`src/rtl/instr_fetch.sv`:
```
// Instruction fetch stage: PC, one-request-at-a-time memory handshake and single-cycle issue
// to the decoder, which can redirect, inject a micro-instruction or end the program.
module instr_fetch #(
  parameter int unsigned           ADDR_W   = 16,
  parameter logic [ADDR_W-1:0]     RESET_PC = '0
) (
  input  logic              clk_i,
  input  logic              rst_i,
  output logic [ADDR_W-1:0] imem_addr_o,
  output logic              imem_req_o,
  input  logic [15:0]       imem_rdata_i,
  input  logic              imem_valid_i,
  input  logic              stall_i,
  output logic [15:0]       instr_o,
  output logic              instr_valid_o,
  output logic [ADDR_W-1:0] pc_o,
  input  logic              branch_i,
  input  logic [11:0]       branch_offset_i,
  input  logic [15:0]       self_instruct_i,
  input  logic              self_instruct_en_i,
  input  logic              end_program_i,
  output logic              halted_o
);

  typedef enum logic [1:0] {
    FETCH = 2'd0,
    WAIT  = 2'd1,
    ISSUE = 2'd2,
    HALT  = 2'd3
  } state_t;

  state_t            state;
  logic [ADDR_W-1:0] pc;
  logic [15:0]       ir;
  logic              injected;
  logic              req;
  logic              issue;
  logic              halted;

  // Target is relative to the instruction after next (pc+4); the offset counts halfwords.
  function automatic logic [ADDR_W-1:0] branch_target(input logic [ADDR_W-1:0] base,
                                                       input logic [11:0]       off);
    logic signed [ADDR_W-1:0] disp;
    logic        [ADDR_W-1:0] sum;
    disp = {{(ADDR_W-12){off[11]}}, off};
    sum  = base + ADDR_W'(4) + $unsigned(disp <<< 1);
    return {sum[ADDR_W-1:1], 1'b0};
  endfunction

  function automatic logic [ADDR_W-1:0] seq_next(input logic [ADDR_W-1:0] base);
    logic [ADDR_W-1:0] sum;
    sum = base + ADDR_W'(2);
    return {sum[ADDR_W-1:1], 1'b0};
  endfunction

  // The req flop is high for the whole FETCH cycle. After reset FETCH spends one cycle
  // arming it, because reset leaves req low.
  always_ff @(posedge clk_i) begin
    if (rst_i) begin
      state    <= FETCH;
      pc       <= RESET_PC;
      ir       <= '0;
      injected <= 1'b0;
      req      <= 1'b0;
      issue    <= 1'b0;
      halted   <= 1'b0;
    end else begin
      case (state)
        FETCH: begin
          if (req) begin
            req   <= 1'b0;
            state <= WAIT;
          end else begin
            req <= 1'b1;
          end
        end
        WAIT: begin
          if (imem_valid_i) begin
            ir       <= imem_rdata_i;
            injected <= 1'b0;
            issue    <= 1'b1;
            state    <= ISSUE;
          end
        end
        ISSUE: begin
          if (!stall_i) begin
            if (end_program_i) begin
              issue  <= 1'b0;
              halted <= 1'b1;
              state  <= HALT;
            end else if (self_instruct_en_i && !injected) begin
              ir       <= self_instruct_i;
              injected <= 1'b1;
            end else begin
              issue <= 1'b0;
              req   <= 1'b1;
              state <= FETCH;
              pc    <= (branch_i && !injected) ? branch_target(pc, branch_offset_i)
                                               : seq_next(pc);
            end
          end
        end
        HALT: begin
          issue <= 1'b0;
          req   <= 1'b0;
        end
        default: state <= FETCH;
      endcase
    end
  end

  assign imem_addr_o   = pc;
  assign imem_req_o    = req;
  assign instr_o       = ir;
  assign instr_valid_o = issue;
  assign pc_o          = pc;
  assign halted_o      = halted;

endmodule

```
`config.mk`:
```
export PLATFORM = sky130hd
export DESIGN_NAME = instr_fetch
export DESIGN_NICKNAME = d
export VERILOG_FILES = /design/src/rtl/instr_fetch.sv
export SDC_FILE = /design/constraint.sdc
export NUM_CORES = 1
export LEC_CHECK = 0
export BUFFER_PORTS_ARGS = -buffer_cell sky130_fd_sc_hd__buf_2
export CAP_MARGIN = 20
export CORE_UTILIZATION = 51
export CTS_CLUSTER_SIZE = 14
export DETAILED_ROUTE_END_ITERATION = 7
export GPL_ROUTABILITY_DRIVEN = 0
export PLACE_DENSITY_LB_ADDON = 0.25
export SLEW_MARGIN = 20
export SYNTH_ARGS = -nofsm -noshare
export SYNTH_HDL_FRONTEND = slang
export SYNTH_SLANG_ARGS = --single-unit
export TNS_END_PERCENT = 50
```
`constraint.sdc`:
```
create_clock -name clk_i -period 3.2 [get_ports clk_i]
set_input_delay 0.64 -clock clk_i [delete_from_list [all_inputs] [get_ports clk_i]]
set_output_delay 0.64 -clock clk_i [all_outputs]
set_load 0.02 [all_outputs]
```
==> results of run 1 <==
[kinds of logic after synthesis]
| logic type | Yosys count | share of synthesized area, % |
|---|---|---|
| buffers and inverters | 48 | 8.38 |
| other | 1 | 0.124 |
| AOI/OAI and AO/OA | 109 | 23.8 |
| xor gates and xnor gates | 5 | 1.45 |
| adders and majority gates | 35 | 14.8 |
| and+or+nand+nor | 116 | 20.9 |
| muxes | 18 | 5.97 |
| DFF | 37 | 24.6 |
[per-stage QoR]
stage | utilization (%) | hold slack [ns] | cell area [µm²] | cells | setup WS (ns)
CTS | 63.7 | 0.482 | 3570 | 521 | 0.538
finish | 63.7 | 0.476 | 3570 | 521 | 0.545
global placement | 61.6 | 0.451 | 3450 | 513 | 0.408
global route | 63.7 | 0.527 | 3570 | 521 | 0.290
detailed placement | 61.6 | 0.458 | 3450 | 513 | 0.351
floorplan | - | 0.465 | 3020 | 370 | 0.682
[synthesized netlist by cell type (all sizes together) (5+ instances only)]
cell	number	share of area [%]
dfxtp	37	25
ha	34	14
nor2	32	4.1
a21oi	26	4.3
a211oi	23	5.7
nand2	23	2.9
buf	22	5.1
o21ai	20	3.3
mux2i	18	6.0
nor3	15	2.8
inv	14	1.7
clkbuf	12	1.5
a31oi	9	1.9
nand3	7	1.2
nand4	6	1.2
a21o	5	1.2
and3	5	1.0
and4	5	1.5
o21a	5	1.2
[final cells by class]
class	count	area (µm²)	share of cell area, %
sequential	37	741	20.7
inverter	14	52.6	1.47
clock buffer	6	82.6	2.31
multi-input combinational	285	2030	56.8
tap	72	90.1	2.52
timing repair buffer	105	541	15.1
clock inverter	2	37.5	1.05
[path summary, 6_finish.rpt]
kind         cells after the start              end  slack, ns
max reg2reg                     10  imem_addr_o[10]       0.55
max                             10  imem_addr_o[10]       0.55
min                              2         halted_o       0.48
min reg2reg                      2         halted_o       0.48
[power by group through the flow]
| stage | registers [µW] | clock network, µW | logic (µW) |
|---|---|---|---|
| after floorplan | 727 | 0 | 359 |
| after global placement | 617 | 0 | 637 |
| after detailed placement | 622 | 0 | 653 |
| after CTS | 612 | 436 | 657 |
| after global routing | 625 | 460 | 727 |
| final | 611 | 430 | 651 |
[sequential cells by signal (all words and copies together) (netlist names)]
signal,cells
instr_o,16
instr_valid_o,1
imem_addr_o,15
injected,1
state,2
halted_o,1
imem_req_o,1
[worst max-delay path: stages (launching register included)]
cell and delay, ns:
dfxtp_1 0.44, inv_1 0.07, ha_1 0.28, inv_1 0.06, ha_1 0.19, fa_1 0.23, nand3_1 0.15, a211oi_1 0.48
nor2_1 0.13, xor2_1 0.18, a2111oi_2 0.35
[per-layer routing]
| metal | vias to the layer above | share of wire (%) | track usage (%) |
|---|---|---|---|
| met5 | - | 0 | 0 |
| met4 | 0 | 0.85 | 6.91 |
| met3 | 6 | 4.8 | 4.71 |
| met2 | 83 | 48 | 39.2 |
| met1 | 1375 | 46 | 32.4 |
| li1 | 1524 | - | - |
==> reports/metrics.cfg, run 1 <==
[sta]
final_period_minus_worst_setup_slack_ns=2.65
hold_violations=0
rsz0062_at_grt=no
max-slew-margin-rel_pct=50.7
worst-slew-pin-transition_ns=0.739
setup_viol_count_final=0
setup_tns_ns=0
report.final.slew_viol_count=0
skew_ns=0.00201
period_share_pct=83.0
fmaxAchievable_mhz=377

[route]
drc=0
antenna_violating_nets_post_route=0
drt-vias-per-instance=5.74
vias=2988
drtIter0Drc=133
drt-total-wl_um=7320
route.detailed.wl_per_inst_um=14.1
drtPass1Iterations=4

[synth]
synth-seq-area-share_pct=24.6
post_synth_inst_count=369
synth_cell_type_count=58
synth.cell_area_um2=3020
synth_top_flop_cell=dfxtp_1
synth_enable_flop_cells=0
asyncSetResetFlopFracSynth_pct=0
synth.yosys.warnings=0
syn_avg_cell_area_um2=8.18
ys_seq_elements=37

[clock_tree]
clk_root_buffer_cell=clkbuf_8
clk-insertion-delay-late_ns=0.29
clock_sinks=37
cts-resized-gates=0
post-cts-setup-buffer-count=0
ctsHoldBuffers=0
maximum_root_to_sink_buffer_count=2
cts_inserted_buffers=5
clk_pin_slew_worst_paths_ns=0.08
cts-htree-levels=2
cts_tree=yes

[die]
ios=102
start_util_pct=53.8
die_h_um=78.9
std_cell_rows=27
core_region_area_um2=5610
die_area_um2=6230
floorplan.die.width_um=78.9

[final_layout]
nNetsFinal=534
mostFrequentLayoutCells=99 x buf_2, 37 x dfxtp_1, 34 x ha_1, 30 x nor2_1, 26 x a21oi_1
layout-drive-gt1-share_pct=27.2
mostFrequentLayoutCell=buf_2
antenna_cells_inserted=0
syn_to_final_growth_pct=18.5
fillCellCount=537

[worst_setup_path]
critical_path.startpoint_type=flip-flop
critPathMaxFanout=7
timing.rr.start=imem_addr_o[2]
critical_path.startpoint=imem_addr_o[2]
crit_arrival_ns=2.85
critPathCaptureType=flip-flop
critPathRequiredTime_ns=3.39
setup.worst_path.class=reg -> reg

[place]
port_buffers=99
detailedPlacementHpwl_um=5650

[pwr]
share_of_total_power_in_sequential_cells_pct=36.1
total_power_uw=1690
power.share.clock_pct=25.4
power.density_nw_per_um2=474
leakage_component_of_the_power_uw=0.00168
power.net_switching_uw=627
combPwrFrac_pct=38.5
vdd_drop_max_mv=0.468
p_int_uw=1070
power_switching_share_pct=37.1

[outcome]
run_status=finished clean

[run]
cap_violations=0

[global_routing]
grt_first_pass_wirelength_um=12000
grt_pass1_vias=2579
total_grt_usage_pct=24.1
number_of_antenna_violations_at_the_first_check_in_global_routing=0
gr-total-overflow=0
grt_start_max_net_pins=40

[hold_path]
holdCritPathClass=reg -> reg
hp-start=halted_o

(Power assumes the default switching activity.)
==> inputs of run 2 (changes only) <==
==> constraint.sdc (replaced) <==
create_clock -name clk_i -period 2.5 [get_ports clk_i]
set_input_delay 0.5 -clock clk_i [delete_from_list [all_inputs] [get_ports clk_i]]
set_output_delay 0.5 -clock clk_i [all_outputs]
set_load 0.02 [all_outputs]
==> run 2 against run 1 <==
Combinational power up 29%. Sequential power up 27%. Fmax increased by 12%. Via count rose by 3.5%. Routed wire length rose by 3.1%. First-iteration DRC count up 22%. Final area rose by 3.7%. Clock-buffer cell count did not move.
==> reports/metrics.cfg, run 2 (same netlist as run 1, synthesis figures left out) <==
[outcome]
run_status=finished clean

[run]
cap_violations=0  ; unchanged

[clock_tree]
cts-htree-levels=2  ; unchanged
cts-resized-gates=0  ; unchanged
post-cts-setup-buffer-count=0  ; unchanged
ctsHoldBuffers=0  ; unchanged
clk_pin_slew_worst_paths_ns=0.08  ; about the same
cts_inserted_buffers=5  ; unchanged
clk_root_buffer_cell=clkbuf_8
maximum_root_to_sink_buffer_count=2  ; unchanged
cts_tree=yes
clk-insertion-delay-late_ns=0.30  ; about the same
clock_sinks=37  ; unchanged

[die]
die_h_um=78.9  ; unchanged
start_util_pct=53.8  ; unchanged
die_area_um2=6230  ; unchanged
core_region_area_um2=5610  ; unchanged
ios=102  ; unchanged
std_cell_rows=27  ; unchanged
floorplan.die.width_um=78.9  ; unchanged

[place]
detailedPlacementHpwl_um=5780  ; +2.4%
dp.cells=530  ; +3.3%
placed_cell_area_um2=3580  ; +3.7%
port_buffers=99  ; unchanged
place_ws_ns=-0.0406  ; -0.391 ns

[hold_path]
holdCritPathClass=in -> reg
timing.hold.worst_path_depth=2  ; unchanged
hp-start=imem_valid_i
min_delay_worst_endpoint=injected

[global_routing]
grt_start_max_net_pins=40  ; unchanged
gr-total-overflow=0  ; unchanged
number_of_antenna_violations_at_the_first_check_in_global_routing=0  ; unchanged
grt_first_pass_wirelength_um=12400  ; +2.9%
total_grt_usage_pct=24.6  ; +0.45 points
grt_pass1_vias=2749  ; +6.6%

[route]
route.detailed.wl_per_inst_um=14.0  ; -0.18%
top_signal_layer_used=met4
drt-vias-per-instance=5.75  ; +0.28%
vias=3094  ; +3.5%
route.met3.wl_um=474  ; +35%
met2_wirelength_um=3620  ; +2.2%
drt-total-wl_um=7550  ; +3.1%
antenna_violating_nets_post_route=0  ; unchanged
drc=0  ; unchanged
drtIter0Drc=162  ; +22%
wl_met1_um=3390  ; +0.56%
drtPass1Iterations=5  ; +1

[sta]
rsz0062_at_grt=no
fin_hold_ws_ns=0.438  ; -0.0380 ns
hold_violations=0  ; unchanged
fmaxAchievable_mhz=423  ; +12%
setup_tns_ns=0  ; unchanged
final_period_minus_worst_setup_slack_ns=2.37  ; -0.289 ns
max-slew-margin-rel_pct=52.1  ; +1.3 points
skew_ns=0.00609  ; +0.00408 ns
period_share_pct=94.6  ; +12 points
setup_ws_ns=0.134  ; -0.411 ns
worst-slew-pin-transition_ns=0.719  ; -0.0202 ns
setup_viol_count_final=0  ; unchanged
report.final.slew_viol_count=0  ; unchanged

[worst_setup_path]
critPathRequiredTime_ns=2.68  ; -0.71 ns
critPathMaxFanout=5  ; -2
timing.rr.start=imem_addr_o[2]
critical_path.reg2reg.endpoint=imem_addr_o[9]
crit_arrival_ns=2.54  ; -0.31 ns
critical_path.startpoint_type=flip-flop
crit_path_cell_trace=inv_1 -> ha_1 -> inv_1 -> ha_1 -> a211oi_1 -> o21ai_1 -> a21o_1 -> a2111oi_0 -> nor3_1
critical-path-slowest-cell=a2111oi_0
setup.worst_path.class=reg -> reg
critPathCaptureType=flip-flop
rrSetupSlack_ns=0.13  ; -0.41 ns
worst-r2r-cell-count=9  ; -1
path_delay_family=compound AO/OA/AOI/OAI gates
timing.critical_path.buf_inv=2  ; unchanged
cp_slowest_stage_delay_ns=0.46  ; -0.02 ns

[final_layout]
mostFrequentLayoutCells=99 x buf_2, 37 x dfxtp_1, 34 x ha_1, 30 x nor2_1, 26 x a21oi_1
number_of_flip_flops_under_the_largest_register_name=16  ; unchanged
post_layout_nonfiller_instances=538  ; +3.3%
finalInstanceArea_um2=3710  ; +3.7%
syn_to_final_growth_pct=22.9
mostFrequentLayoutCell=buf_2
multi_input_logic_area_um2=2030  ; +0.25%
antenna_cells_inserted=0  ; unchanged
nNetsFinal=551  ; +3.2%
fillCellCount=515  ; -4.1%
layout-drive-gt1-share_pct=30.0  ; +2.9 points
register_area_um2=741  ; unchanged

[pwr]
leakage_component_of_the_power_uw=0.00177  ; +5.4%
power.density_nw_per_um2=589  ; +24%
vdd_drop_max_mv=0.523  ; +12%

[run 2: cell types whose count changed in the layout (fill, tap and decap cells not counted)]
cell    before  now
buf_4        6   23
nor3_1      13   12
nor3_2       2    3
[run 2: how the worst max path moves through the flow]
stage	to	from	cells past startpoint
finish	imem_addr_o[9]	imem_addr_o[2]	9
global placement	imem_addr_o[9]	branch_offset_i[2]	8
global route	imem_addr_o[10]	imem_addr_o[2]	10
floorplan	imem_addr_o[10]	imem_addr_o[2]	10
detailed placement	imem_addr_o[14]	branch_offset_i[1]	12
CTS	imem_addr_o[10]	imem_addr_o[2]	10
[run 2: cell type report]
cell class | count | share of cell area, %
Clock buffer | 6 | 2.23
Tap cell | 72 | 2.43
Timing Repair Buffer | 122 | 18.0
Inverter | 14 | 1.42
Clock inverter | 2 | 1.01
Sequential cell | 37 | 20.0
Multi-Input combinational cell | 285 | 54.9
[run 2: layer usage]
metal / global-route usage [%] / vias to the layer above
met1: 31.7 / 1425
met2: 42.7 / 111
met4: 6.55 / 0
met5: 0 / -
li1: - / 1551
met3: 3.56 / 7
[run 2: report_power, final]
part	leakage [µW]	switching (µW)	internal, µW	total [µW]
Combinational	0.00142	516	327	843
Clock	0.0000574	237	325	562
Sequential	0.000302	65.6	714	779
Total	0.00177	818	1370	2180
[run 2: per-stage QoR]
stage / power, µW / utilization [%]
after floorplan: 1390 / -
after global placement: 1610 / 63.9
after detailed placement: 1640 / 63.9
after CTS: 2190 / 66.0
after global routing: 2320 / 66.1
final: 2180 / 66.1
==> inputs of run 3 (changes only) <==
--- a/config.mk
+++ b/config.mk
@@ -5,11 +5,12 @@
 export SDC_FILE = /design/constraint.sdc
 export NUM_CORES = 1
 export LEC_CHECK = 0
-export BUFFER_PORTS_ARGS = -buffer_cell sky130_fd_sc_hd__buf_2
 export CAP_MARGIN = 20
-export CORE_UTILIZATION = 51
+export CORE_ASPECT_RATIO = 1.5
+export CORE_UTILIZATION = 64
 export CTS_CLUSTER_SIZE = 14
 export DETAILED_ROUTE_END_ITERATION = 7
+export DONT_BUFFER_PORTS = 1
 export GPL_ROUTABILITY_DRIVEN = 0
 export PLACE_DENSITY_LB_ADDON = 0.25
 export SLEW_MARGIN = 20
==> run 3 against run 2 <==
The run now ends with DRC left. Die area decreased by 20%. Register-to-register slack improved by 0.05 ns. Clock power decreased by 2%. Routed wire length decreased by 4.8%. Combinational power decreased by 36%. Worst hold slack got worse by 0.18 ns. Final area decreased by 14%. Via count decreased by 11%. First-iteration DRC count decreased by 19%. Final cell count decreased by 20%. Worst setup slack improved by 0.055 ns. Fmax increased by 2.4%. Critical path type unchanged. Critical endpoint is now imem_addr_o[10]. Largest cell class unchanged. Highest routed layer unchanged.
==> reports/metrics.cfg, run 3 (same netlist as run 1, synthesis figures left out) <==
[worst_setup_path]
critical_path.startpoint=imem_addr_o[2]
rrSetupSlack_ns=0.19  ; +0.05 ns
worst-r2r-cell-count=10  ; +1
critical_path.startpoint_type=flip-flop
crit_path_cell_trace=inv_1 -> ha_1 -> inv_1 -> ha_1 -> fa_1 -> nand3_1 -> a211oi_2 -> nor2_1 -> xor2_1 -> a2111oi_2
cp_slowest_stage_delay_ns=0.36  ; -0.10 ns
setup.worst_path.class=reg -> reg
critical-path-slowest-cell=a2111oi_2
critPathRequiredTime_ns=2.70  ; +0.02 ns
critical_path.reg2reg.endpoint=imem_addr_o[10]
critPathCaptureType=flip-flop
timing.rr.start=imem_addr_o[2]
critPathMaxFanout=3  ; -2
crit_arrival_ns=2.51  ; -0.03 ns

[pwr]
leakage_component_of_the_power_uw=0.00131  ; -26%
power.density_nw_per_um2=633  ; +7.4%
total_power_uw=2030  ; -7.2%
vdd_drop_max_mv=0.571  ; +9.1%

[clock_tree]
cts_inserted_buffers=5  ; unchanged
cts-resized-gates=0  ; unchanged
ctsHoldBuffers=0  ; unchanged
cts_tree=yes
post-cts-setup-buffer-count=0  ; unchanged
clock_sinks=37  ; unchanged
maximum_root_to_sink_buffer_count=2  ; unchanged
clk_pin_slew_worst_paths_ns=0.08  ; about the same
clk-insertion-delay-late_ns=0.30  ; about the same
clk_root_buffer_cell=clkbuf_8
cts-htree-levels=2  ; unchanged

[die]
core_region_area_um2=4540  ; -19%
start_util_pct=66.4  ; +13 points
floorplan.die.width_um=58.1  ; -26%
die_h_um=86.1  ; +9.1%
die_area_um2=5000  ; -20%
std_cell_rows=30  ; +11%
ios=102  ; unchanged

[final_layout]
fillCellCount=382  ; -26%
post_layout_nonfiller_instances=431  ; -20%
register_area_um2=741  ; unchanged
syn_to_final_growth_pct=6.10
layout-drive-gt1-share_pct=11.4  ; -19 points
multi_input_logic_area_um2=2040  ; +0.25%
antenna_cells_inserted=0  ; unchanged
mostFrequentLayoutCells=37 x dfxtp_1, 34 x ha_1, 30 x nor2_1, 26 x a21oi_1
mostFrequentLayoutCell=dfxtp_1
nNetsFinal=452  ; -18%
number_of_flip_flops_under_the_largest_register_name=16  ; unchanged

[hold_path]
holdCritPathClass=in -> reg
timing.hold.worst_path_depth=1  ; -1
hp-start=rst_i
min_delay_worst_endpoint=instr_o[15]

[sta]
worst-slew-pin-transition_ns=0.563  ; -0.155 ns
final_period_minus_worst_setup_slack_ns=2.31  ; -0.0547 ns
setup_ws_ns=0.189  ; +0.0547 ns
period_share_pct=92.4  ; -2.2 points
setup_viol_count_final=0  ; unchanged
rsz0062_at_grt=no
fmaxAchievable_mhz=433  ; +2.4%
hold_violations=0  ; unchanged
max-slew-margin-rel_pct=62.2  ; +10 points
report.final.slew_viol_count=0  ; unchanged
skew_ns=0.00786  ; +0.00178 ns

[place]
port_buffers=0  ; -100%
dp.cells=423  ; -20%
detailedPlacementHpwl_um=5430  ; -6.1%
place_ws_ns=-0.0514  ; -0.0107 ns

[outcome]
failed_checks=DRC
run_status=finished, violations left

[global_routing]
total_grt_usage_pct=29.9  ; +5.3 points
grt_first_pass_wirelength_um=11800  ; -5.0%
grt_start_max_net_pins=40  ; unchanged
grt_pass1_vias=2736  ; -0.47%
gr-total-overflow=0  ; unchanged
number_of_antenna_violations_at_the_first_check_in_global_routing=0  ; unchanged

[run]
cap_violations=0  ; unchanged

[route]
route.detailed.wl_per_inst_um=16.7  ; +19%
antenna_violating_nets_post_route=0  ; unchanged
drt-total-wl_um=7190  ; -4.8%
vias=2755  ; -11%
drtPass1Iterations=6  ; +1
drtIter0Drc=132  ; -19%
drc=3  ; +3
drt-vias-per-instance=6.39  ; +11%

## run 3: changes by cell type in the layout (fill, tap and decap cells not counted), sizes merged
cell,previous run,this run
clkbuf,6,5
buf,122,23
clkinv,0,1
## run 3: report_power, final
part / switching [µW] / internal [µW]
clock: 249 / 299
combinational: 313 / 225
sequential: 226 / 714
total: 788 / 1240
## run 3: worst max-delay path by stage
stage,cells past startpoint,slack [ns],to
after global placement,10,0.003,imem_addr_o[10]
after floorplan,10,0.04,imem_addr_o[10]
after detailed placement,10,-0.05,imem_addr_o[10]
after CTS,10,0.08,imem_addr_o[10]
final,10,0.19,imem_addr_o[10]
after global routing,10,0.06,imem_addr_o[10]
## run 3: area by class of cell
class | count | share of cell area [%]
tap | 64 | 2.50
inverter | 14 | 1.64
clock buffer | 5 | 2.15
sequential | 37 | 23.1
multi-input combinational | 285 | 63.7
timing repair buffer | 23 | 5.39
clock inverter | 3 | 1.45
## run 3: critical path, delay by kind of cell, from the launching register on
kind	cells	cell delay [ns]
adders and majority gates	3	0.70
and+or+nand+nor	2	0.25
xor gates and xnor gates	1	0.16
AOI/OAI and AO/OA	2	0.67
DFF	1	0.33
buffers and inverters	2	0.10
## run 3: per-layer routing
metal  wire length, µm  vias up  GRT usage [%]
li1                  -     1349              -
met1              2750     1288           31.7
met2              3780       99           53.4
met3               440       19           7.24
met4               208        0           15.2
met5                 0        -              0
## run 3: stage by stage
step                      hold slack, ns  utilization (%)  TNS [ns]  cell area [µm²]
after floorplan                    0.465                -         0             3020
after global placement             0.481             67.7         0             3080
after detailed placement           0.487             67.7   -0.0562             3080
after CTS                          0.256             70.2         0             3190
after global routing               0.250             70.5         0             3200
final                              0.258             70.5         0             3200
